`config.mk`:
```
export PLATFORM = sky130hd
export DESIGN_NAME = id_ex_pipe
export DESIGN_NICKNAME = d
export VERILOG_FILES = /design/src/rtl/id_ex_pipe.sv
export SDC_FILE = /design/constraint.sdc
export NUM_CORES = 1
export LEC_CHECK = 0
export BUFFER_PORTS_ARGS = -buffer_cell sky130_fd_sc_hd__clkbuf_2
export CORE_MARGIN = 8
export CORE_UTILIZATION = 40
export CTS_CLUSTER_SIZE = 40
export DETAILED_ROUTE_END_ITERATION = 12
export GPL_TIMING_DRIVEN = 0
export PLACE_DENSITY = 0.75
export SLEW_MARGIN = 40
export SYNTH_ARGS = -nofsm -noshare
export SYNTH_HDL_FRONTEND = slang
export SYNTH_SLANG_ARGS = --single-unit
```
`constraint.sdc`:
```
create_clock -name clk -period 2.2 [get_ports clk]
set_clock_uncertainty 0.05 [all_clocks]
set_input_delay 0 -clock clk [delete_from_list [all_inputs] [get_ports clk]]
set_output_delay 0 -clock clk [all_outputs]
set_load 0.01 [all_outputs]
```
`src/rtl/id_ex_pipe.sv`:
```
// rtl/id_ex_pipe.sv - ID/EX pipeline register with jump bubbles, hold stalls and optional bubble counter
//
// Purpose: registers the decoded instruction and its operands from id into ex.
// Each edge performs one action, highest priority first: reset, jump,
// jump-drain, hold, capture. Jump, drain, hold and reset load a NOP bubble.
// Optional feature macro: IDEX_PERF_CNT_EN (bubble counter on bubble_cnt_o).
//
// Ports:
//   clk, rst                   clock, synchronous active-high reset
//   hold_flag_i[2:0]           hold code from ctrl (>= 3'b011 stalls this stage)
//   hold_jump_i[2:0]           nonzero = jump taken this cycle
//   inst_i, inst_addr_i        instruction and PC from id
//   reg_we_i, reg_waddr_i      rd write enable and index from id
//   reg1_rdata_i, reg2_rdata_i source operands from id
//   inst_o .. reg2_rdata_o     registered copies to ex
//   inst_valid_o               1 = real instruction, 0 = bubble
//   bubble_cnt_o[31:0]         bubbles inserted since reset (0 when counter disabled)

module id_ex_pipe (
    input  logic        clk,
    input  logic        rst,
    input  logic [2:0]  hold_flag_i,
    input  logic [2:0]  hold_jump_i,
    input  logic [31:0] inst_i,
    input  logic [31:0] inst_addr_i,
    input  logic        reg_we_i,
    input  logic [4:0]  reg_waddr_i,
    input  logic [31:0] reg1_rdata_i,
    input  logic [31:0] reg2_rdata_i,
    output logic [31:0] inst_o,
    output logic [31:0] inst_addr_o,
    output logic        reg_we_o,
    output logic [4:0]  reg_waddr_o,
    output logic [31:0] reg1_rdata_o,
    output logic [31:0] reg2_rdata_o,
    output logic        inst_valid_o,
    output logic [31:0] bubble_cnt_o
);

    localparam logic [31:0] INST_NOP = 32'h00000013;
    localparam logic [2:0]  HOLD_ID  = 3'b011;

    logic [31:0] inst_q, inst_d;
    logic [31:0] inst_addr_q, inst_addr_d;
    logic        reg_we_q, reg_we_d;
    logic [4:0]  reg_waddr_q, reg_waddr_d;
    logic [31:0] reg1_rdata_q, reg1_rdata_d;
    logic [31:0] reg2_rdata_q, reg2_rdata_d;
    logic        inst_valid_q, inst_valid_d;
    logic [1:0]  jcnt_q, jcnt_d;
    logic        bubble;

    always_comb begin
        jcnt_d = jcnt_q;
        bubble = 1'b0;
        if (hold_jump_i != 3'b000) begin
            // A new jump always restarts the drain window at 2, never accumulates.
            jcnt_d = 2'd2;
            bubble = 1'b1;
        end else if (jcnt_q != 2'd0) begin
            jcnt_d = jcnt_q - 2'd1;
            bubble = 1'b1;
        end else if (hold_flag_i >= HOLD_ID) begin
            // Codes above Hold_Id also stall here.
            bubble = 1'b1;
        end

        if (bubble) begin
            inst_d       = INST_NOP;
            inst_addr_d  = 32'd0;
            reg_we_d     = 1'b0;
            reg_waddr_d  = 5'd0;
            reg1_rdata_d = 32'd0;
            reg2_rdata_d = 32'd0;
            inst_valid_d = 1'b0;
        end else begin
            inst_d       = inst_i;
            inst_addr_d  = inst_addr_i;
            reg_we_d     = reg_we_i;
            reg_waddr_d  = reg_waddr_i;
            reg1_rdata_d = reg1_rdata_i;
            reg2_rdata_d = reg2_rdata_i;
            inst_valid_d = 1'b1;
        end
    end

    always_ff @(posedge clk) begin
        if (rst) begin
            inst_q       <= INST_NOP;
            inst_addr_q  <= 32'd0;
            reg_we_q     <= 1'b0;
            reg_waddr_q  <= 5'd0;
            reg1_rdata_q <= 32'd0;
            reg2_rdata_q <= 32'd0;
            inst_valid_q <= 1'b0;
            jcnt_q       <= 2'd0;
        end else begin
            inst_q       <= inst_d;
            inst_addr_q  <= inst_addr_d;
            reg_we_q     <= reg_we_d;
            reg_waddr_q  <= reg_waddr_d;
            reg1_rdata_q <= reg1_rdata_d;
            reg2_rdata_q <= reg2_rdata_d;
            inst_valid_q <= inst_valid_d;
            jcnt_q       <= jcnt_d;
        end
    end

    assign inst_o       = inst_q;
    assign inst_addr_o  = inst_addr_q;
    assign reg_we_o     = reg_we_q;
    assign reg_waddr_o  = reg_waddr_q;
    assign reg1_rdata_o = reg1_rdata_q;
    assign reg2_rdata_o = reg2_rdata_q;
    assign inst_valid_o = inst_valid_q;

`ifdef IDEX_PERF_CNT_EN
    logic [31:0] bubble_cnt_q, bubble_cnt_d;

    // Counts every non-reset bubble edge; wraps naturally at 32 bits.
    always_comb begin
        bubble_cnt_d = bubble_cnt_q + {31'd0, bubble};
    end

    always_ff @(posedge clk) begin
        if (rst) begin
            bubble_cnt_q <= 32'd0;
        end else begin
            bubble_cnt_q <= bubble_cnt_d;
        end
    end

    assign bubble_cnt_o = bubble_cnt_q;
`else
    assign bubble_cnt_o = 32'd0;
`endif

endmodule
```
## Word level (Yosys, flattened, before mapping)

Index checks and enable logic that the tools add are counted.

- Bits in registers: 137
- Latch bits: 0
- Bits in writable memories: 0
- Bits in read-only memories: 0
- Input port bits: 142
- Output and inout port bits: 167
- Logic and storage cells: 22
- Memories kept: 0

- Add/sub/neg operators: 1
- Multipliers: 0
- Div/mod/pow operators: 0
- $lt $le $gt $ge: 1
- Equality and inequality tests: 0
- Shifts and indexed selects: 0
- Muxes and demuxes: 6
- Bitwise logic cells: 0
- Reductions and logical operators: 5

Operators by type and width:

| kind | count |
|---|---|
| 2-to-1 mux 1 bit | 4 |
| 2-to-1 mux 2 bit | 2 |
| nonzero test 2 bit | 2 |
| OR reduction 2 bit | 2 |
| >= comparator 3 x 2 -> 1 bit, second input constant | 1 |
| nonzero test 3 bit | 1 |
| subtractor 2 x 1 -> 2 bit, second input constant | 1 |

## Longest topological paths before layout

Gate-level depths: netlist of run 1.

- Depth in word-level cells: 5
- Mapped depth: 5
- Mapped depth without buffers: 2

## Least setup slack after synthesis of run 1

OpenSTA, ideal clock, no wires.

- Path kind: register to register
- From: register jcnt_q[0]
- To: register inst_addr_q[0] (netlist: inst_addr_o[0])
- Setup time: 0.088 ns
- Arrival: 1.251 ns
- Required time: 2.062 ns
- Path slack: 0.812 ns
- Stages on the path, launching flop included: 6
- Buffers on the path: 3
- Clock period less this slack: 1.388 ns
- Cell sequence: dfxtp_1 > or2_2 > buf_2 > buf_2 > buf_2 > nor4_2

- Word-level cells in the longest chain between the ends: 4

Ends and longest elaborated chain:

| item | RTL line | source |
|---|---|---|
| start: declaration | 50 | `logic [1:0] jcnt_q, jcnt_d;` |
| start signal: assignment | 105 | `jcnt_q <= jcnt_d;` |
| nonzero test 2 bit | 60 | `end else if (jcnt_q != 2'd0) begin` |
| 2-to-1 mux 1 bit | 60 |  |
| 2-to-1 mux 1 bit | 56 | `if (hold_jump_i != 3'b000) begin` |
| OR reduction 2 bit (no source line) | - |  |
| end signal: assignment | 99 | `inst_addr_q <= inst_addr_d;` |
| end: declaration | 44 | `logic [31:0] inst_addr_q, inst_addr_d;` |

No other way between the ends.
A chain may end at the register's enable or synchronous reset.

## Final worst setup path of run 1

- From: register jcnt_q[1]
- To: register inst_addr_q[25] (netlist: inst_addr_o[25])

The elaborated chain is that of the path after synthesis.

==> summary.txt, run 1 <==
Outcome -> finished clean
Routed vias -> 5262
Core area -> 12500 sq um
Row cnt -> 41
Min-delay worst type -> primary input to flip-flop
Overflow after GRT -> 0
Setup WS pre-CTS -> 0.244 ns
Commonest cells post-synth -> dfxtp_1 (137), inv_1 (132), nor4_2 (70)
CP most frequent cell -> clkbuf_1
Initial Utilization -> 0.406
Fill cell count -> 837
Setup TNS Final -> 0 ns
Arrival time at the worst endpoint -> 2.22 ns
Post-synthesis cell type with the largest combined area -> dfxtp_1
Die width -> 129 um
Ys Warns -> 0
Fin nets -> 1092
Final setup violation count -> 0
Relative slew margins -> 0.539
Clk buf depth -> 2
Top delay family on crit path -> buffers and inverters
Slew Viols, Final -> 0
Total power -> 6.10 mW
Startpoint types -> flip-flop
Mapped Cells -> 488
Met3 Track Usage GR -> 0.0976
CTS H-Tree Depth -> 4
Peak VDD IR -> 0.000403 V
Most area-consuming cells after synthesis -> dfxtp_1 (54%), nor4_2 (17%), inv_1 (9.8%), nor4_1 (7.5%), buf_4 (4.7%)
Pwr Density -> 698 nW/um^2
RSZ-0062 raised after global routing -> no
Crit path buf inv count -> 3
Global routing's busiest layer -> met2
Netlist cell types -> 16
Clock tree root driver cell -> clkbuf_16
Placed cell areas -> 6780 sq um
Met2 Resource Use GR -> 0.402
Sequential fraction of the synthesis area -> 0.542
Post-synth top area share -> 0.542
Post-DP HPWL -> 12000 um
LEAKAGE -> 4.35 nW
Final Wtd Congestion -> 0.787
Avg WL per Cell -> 17.5 um
Syn_area_per_cell -> 10.4 sq um
Vias in the first global route -> 5567
Non-Filler Instances -> 1136
Most frequent cell after synthesis -> dfxtp_1
Io pins -> 309
Clk pwr share -> 0.472
CP Capture Type -> flip-flop
Total Wirelength -> 19900 um
Multi-input logic area -> 1440 sq um
Min cycle time layout -> 2.01 ns
ANT nets after route -> 0
CTS Buf Count -> 17
Final Util -> 0.702
CTS tree -> yes
Die area -> 16500 sq um
Post-synth EDFFs -> 0
Internal -> 4.69 mW
Fin. Hold Viols -> 0
Crit path max fanout -> 10
Fmax -> 497 MHz
Share of layout cells above drive strength 1 -> 0.457
Worst-Margin Slew -> 0.692 ns
Cts repair resizes -> 0
Cells after DPL -> 967
Flop pwr share -> 0.410
Clock Sinks -> 137
Max-cap violations -> 0
Via-to-Cell Ratio -> 4.63
Worst-path clk slew -> 0.05 ns
M1 GR Usage -> 0.232
Yosys reg bits -> 137
Reg area -> 2740 sq um
Port buffer count -> 276
Psw -> 1.41 mW
Sw Ratio -> 0.232
Largest stage delay on the critical path -> 0.52 ns
Initial DRC count -> 269
Clock Latency Late Sink -> 0.40 ns
Comb power frac -> 0.119
Synth Flop Type -> dfxtp_1
Initial antenna violation count -> 2
Mapped cell area -> 5060 sq um
Hold Slack -> 0.0617 ns
CP required -> 2.41 ns
Slowest-stage cell, CP -> clkbuf_1
Critical path cell sequence -> a211o_1 > buf_2 > clkbuf_1 > clkbuf_1 > nor4_1
Residual DRC -> 0
First-pass DRT Iterations -> 4
Die H -> 129 um
Tot GR Track Use -> 0.233
Ys async rst share -> 0
WS Path Type -> flip-flop to flip-flop
First-pass GRT wire length -> 29700 um
Cell area after layout -> 8750 sq um
Layout area overhead -> 72.7%
Post-route setup slack -> 0.189 ns
Period utilisation layout -> 0.914
Pin count of the biggest net entering global routing -> 17
-- power by group through the flow --
stage | clock network, mW | logic, mW | registers [mW]
after floorplan | 0 | 0.290 | 2.56
after global placement | 0 | 0.487 | 2.56
after global routing | 3.04 | 0.776 | 2.50
after detailed placement | 0 | 0.489 | 2.56
final | 2.88 | 0.724 | 2.50
after CTS | 2.94 | 0.690 | 2.50
-- kinds of logic (layout without fill, tap and decap cells) --
group	Yosys count	after routing	synth area share
flip-flops	137	137	0.542
other	1	34	0.000741
AO/OA/AOI/OAI	2	2	0.00346
buffers and inverters	209	652	0.196
AND/OR/NAND/NOR	139	139	0.258
-- sequential cells by signal (all words and copies together), names as in the netlist --
signal,flops
inst_addr_o,32
inst_o,32
reg1_rdata_o,32
reg2_rdata_o,32
reg_waddr_o,5
jcnt_q,2
inst_valid_o,1
reg_we_o,1
-- worst register-to-register path, stage by stage, from the launching register on --
cell and delay [ns]:
dfxtp_1 0.37, a211o_1 0.12, buf_2 0.19, clkbuf_1 0.47
clkbuf_1 0.52, nor4_1 0.14
-- final timing paths --
kind / end / start / slack (ns) / cells past startpoint
hold reg to reg: jcnt_q[0]$_SDFFE_PP0P_ / jcnt_q[1]$_SDFFE_PP0P_ / 0.43 / 2
setup / recovery: inst_addr_o[25]$_SDFF_PP0_ / jcnt_q[1]$_SDFFE_PP0P_ / 0.19 / 5
hold / removal: inst_o[4]$_SDFF_PP1_ / hold_flag_i[2] / 0.06 / 4
setup reg to reg: inst_addr_o[25]$_SDFF_PP0_ / jcnt_q[1]$_SDFFE_PP0P_ / 0.19 / 5
-- final cells by class --
type	instances	area share
Clock inverter	11	0.0167
Inverter	132	0.0567
Sequential cell	137	0.314
Timing Repair Buffer	412	0.314
Clock buffer	20	0.0522
Antenna cell	2	0.000572
Multi-Input combinational cell	173	0.165
Tap cell	172	0.0246
Buffer	77	0.0569
-- metal layers --
| layer | wire length (um) | vias to the layer above |
|---|---|---|
| met4 | 892 | 0 |
| met3 | 2150 | 69 |
| met5 | 0 | - |
| met1 | 7100 | 2425 |
| met2 | 9760 | 322 |
| li1 | - | 2446 |
-- what timing repair did --
item,4_1_cts,5_1_grt
endpoints found under the hold margin,135,0
setup buffers,0,0
hold buffers,136,0
-- layout by cell type, fill, tap and decap left out --
cell type / synthesis / layout
or2_2: 1 / 1
clkinvlp_4: 0 / 2
nor3_1: 2 / 2
bufinv_16: 0 / 3
clkbuf_16: 0 / 17
clkbuf_8: 0 / 2
buf_6: 8 / 8
nor2_1: 1 / 1
nor4_2: 70 / 70
conb_1: 1 / 32
a211o_1: 1 / 1
inv_6: 0 / 1
clkbuf_2: 0 / 276
a2111oi_0: 1 / 1
inv_1: 132 / 132
buf_2: 23 / 23
diode_2: 0 / 2
dlygate4sd3_1: 0 / 136
dfxtp_1: 137 / 137
clkbuf_1: 14 / 15
clkinv_4: 0 / 2
or4_1: 3 / 3
buf_4: 32 / 32
nor4_1: 61 / 61
or3_1: 1 / 1
clkinv_2: 0 / 3
Power figures use the tool's default switching activity.
==> run 2: changes to the inputs <==
- ABC_AREA: unset -> 1
- CORE_UTILIZATION: 40 -> 45
- PLACE_DENSITY: 0.75 -> 0.84
==> run 2 against run 1 <==
Global-route usage rose by 4.4 points; flip-flop and latch count did not move; wire length rose by 1.4%; sequential share of layout area rose by 1.1 points.
==> summary.txt, run 2 <==
Clk pwr share -> 0.477
RSZ-0062 raised after global routing -> no
Fill cell count -> 529
Leading cell type in the layout, fill and taps excluded -> clkbuf_2
Startpoint types -> flip-flop
Post-synthesis cell type with the largest combined area -> dfxtp_1
Post-DP HPWL -> 11700 um
Crit path max fanout -> 10
First-pass GRT wire length -> 30800 um
Row cnt -> 37
Avg WL per Cell -> 18.4 um
Internal -> 4.62 mW
Mapped Cells -> 479
Worst-Margin Slew -> 0.612 ns
Pwr Density -> 712 nW/um^2
Initial antenna violation count -> 5
Most frequent cell after synthesis -> dfxtp_1
Post-synth EDFFs -> 0
Min-delay worst type -> primary input to flip-flop
WS Path Type -> flip-flop to flip-flop
Period utilisation layout -> 0.613
Outcome -> finished clean
Clock Sinks -> 137
Vias in the first global route -> 5762
First-pass DRT Iterations -> 4
Worst-path clk slew -> 0.06 ns
Initial DRC count -> 375
Commonest cells post-synth -> dfxtp_1 (137), inv_1 (136), nor3_2 (80)
Flop pwr share -> 0.416
Peak VDD IR -> 0.000444 V
Min cycle time layout -> 1.35 ns
Core area -> 10400 sq um
Mapped cell area -> 4820 sq um
Share of layout cells above drive strength 1 -> 0.461
Sw Ratio -> 0.232
Die H -> 120 um
Routed vias -> 5012
Tot GR Track Use -> 0.277
Max-cap violations -> 0
Io pins -> 309
Via-to-Cell Ratio -> 4.58
Fin. Hold Viols -> 0
Final setup violation count -> 0
Syn_area_per_cell -> 10.1 sq um
Setup TNS Final -> 0 ns
Ys async rst share -> 0
Reg area -> 2740 sq um
Arrival time at the worst endpoint -> 1.70 ns
Relative slew margins -> 0.592
Total power -> 6.01 mW
Clock tree root driver cell -> clkbuf_8
Comb power frac -> 0.107
Cts repair resizes -> 0
Residual DRC -> 0
Post-synth top area share -> 0.569
Clk buf depth -> 2
CTS Buf Count -> 17
Most area-consuming cells after synthesis -> dfxtp_1 (57%), nor3_2 (17%), inv_1 (11%), buf_4 (6.1%), nor3_1 (5.4%)
Overflow after GRT -> 0
Most frequent cells in the layout -> clkbuf_2 (276), dfxtp_1 (137), inv_1 (136)
Fmax -> 742 MHz
Psw -> 1.39 mW
Initial Utilization -> 0.465
Pin count of the biggest net entering global routing -> 17
Synth Flop Type -> dfxtp_1
Final Wtd Congestion -> 0.819
CP required -> 2.55 ns
LEAKAGE -> 4.36 nW
CTS tree -> yes
Clock Latency Late Sink -> 0.51 ns
Ys Warns -> 0
Die area -> 14300 sq um
Multi-input logic area -> 1240 sq um
ANT nets after route -> 0
Slew Viols, Final -> 0
Port buffer count -> 276
Die width -> 120 um
Yosys reg bits -> 137
CP Capture Type -> flip-flop
CTS H-Tree Depth -> 4
Layout area overhead -> 75.2%
Total Wirelength -> 20200 um
Sequential fraction of the synthesis area -> 0.569
Netlist cell types -> 16
Fin nets -> 1082
==> run 2: changes by cell type after synthesis, sizes merged, moves of 6 or more <==
cell,before,now
nor4,131,0
clkbuf,14,5
nand2,0,6
buf,63,55
nor3,2,132
==> run 2: per-layer routing <==
layer	vias up	wire, um	global-route usage	part of all wire
met5	-	0	0	0
met4	0	1150	0.187	0.057
met3	85	1560	0.0980	0.077
met2	288	10600	0.505	0.53
met1	2353	6840	0.254	0.34
li1	2286	-	-	-
==> run 2: cell families (layout without fill, tap and decap cells) <==
family / Yosys count / after routing / share of synthesized area
AOI/OAI and AO/OA: 1 / 1 / 0.00104
buffers and inverters: 196 / 638 / 0.198
DFF: 137 / 137 / 0.569
other: 1 / 38 / 0.000778
and+or+nand+nor: 144 / 144 / 0.232
==> run 2: what timing repair did <==
item,CTS,global route
buffers inserted,0,0
setup endpoints to repair,0,0
hold endpoints to repair,136,0
hold buffers,135,0
==> run 2: worst max-delay path, cell delays in order, from the launching register on <==
cell,delay [ns]
dfxtp_1,0.32
nor2_1,0.13
nand3_2,0.15
clkbuf_1,0.29
nor3_1,0.30
==> run 2: power by group through the flow <==
| stage | registers, mW | logic, mW | clock network [mW] |
|---|---|---|---|
| finish | 2.50 | 0.644 | 2.87 |
| global placement | 2.55 | 0.396 | 0 |
| global route | 2.50 | 0.690 | 3.01 |
| CTS | 2.50 | 0.604 | 2.87 |
| floorplan | 2.56 | 0.226 | 0 |
| detailed placement | 2.56 | 0.405 | 0 |
==> run 2: final cells by class <==
class / instances / area share
antenna: 6 / 0.00178
buffer: 60 / 0.0523
clock buffer: 20 / 0.0527
clock inverter: 11 / 0.0173
inverter: 136 / 0.0604
multi-input combinational: 177 / 0.147
sequential: 137 / 0.325
tap: 136 / 0.0201
timing repair buffer: 411 / 0.324
==> run 2: path summary, 6_finish.rpt <==
kind / cells past startpoint / slack (ns) / start / to
setup / recovery: 4 / 0.85 / jcnt_q[1]$_SDFFE_PP0P_ / reg2_rdata_o[11]$_SDFF_PP0_
hold / removal: 5 / 0.09 / hold_flag_i[2] / inst_o[2]$_SDFF_PP0_
setup reg to reg: 4 / 0.85 / jcnt_q[1]$_SDFFE_PP0P_ / reg2_rdata_o[11]$_SDFF_PP0_
hold reg to reg: 1 / 0.40 / jcnt_q[0]$_SDFFE_PP0P_ / jcnt_q[0]$_SDFFE_PP0P_
==> run 2: stage by stage <==
stage               std cells  area [sq um]  hold slack (ns)  setup slack, ns   util
finish                   1094          8450           0.0935            0.852  0.815
global route             1093          8440            0.119            0.680  0.814
CTS                      1088          8430           0.0614            0.916  0.813
detailed placement        922          6490            0.141            0.932  0.626
global placement          922          6490            0.129            0.968  0.626
floorplan                 510          4940           0.0224             1.13      -
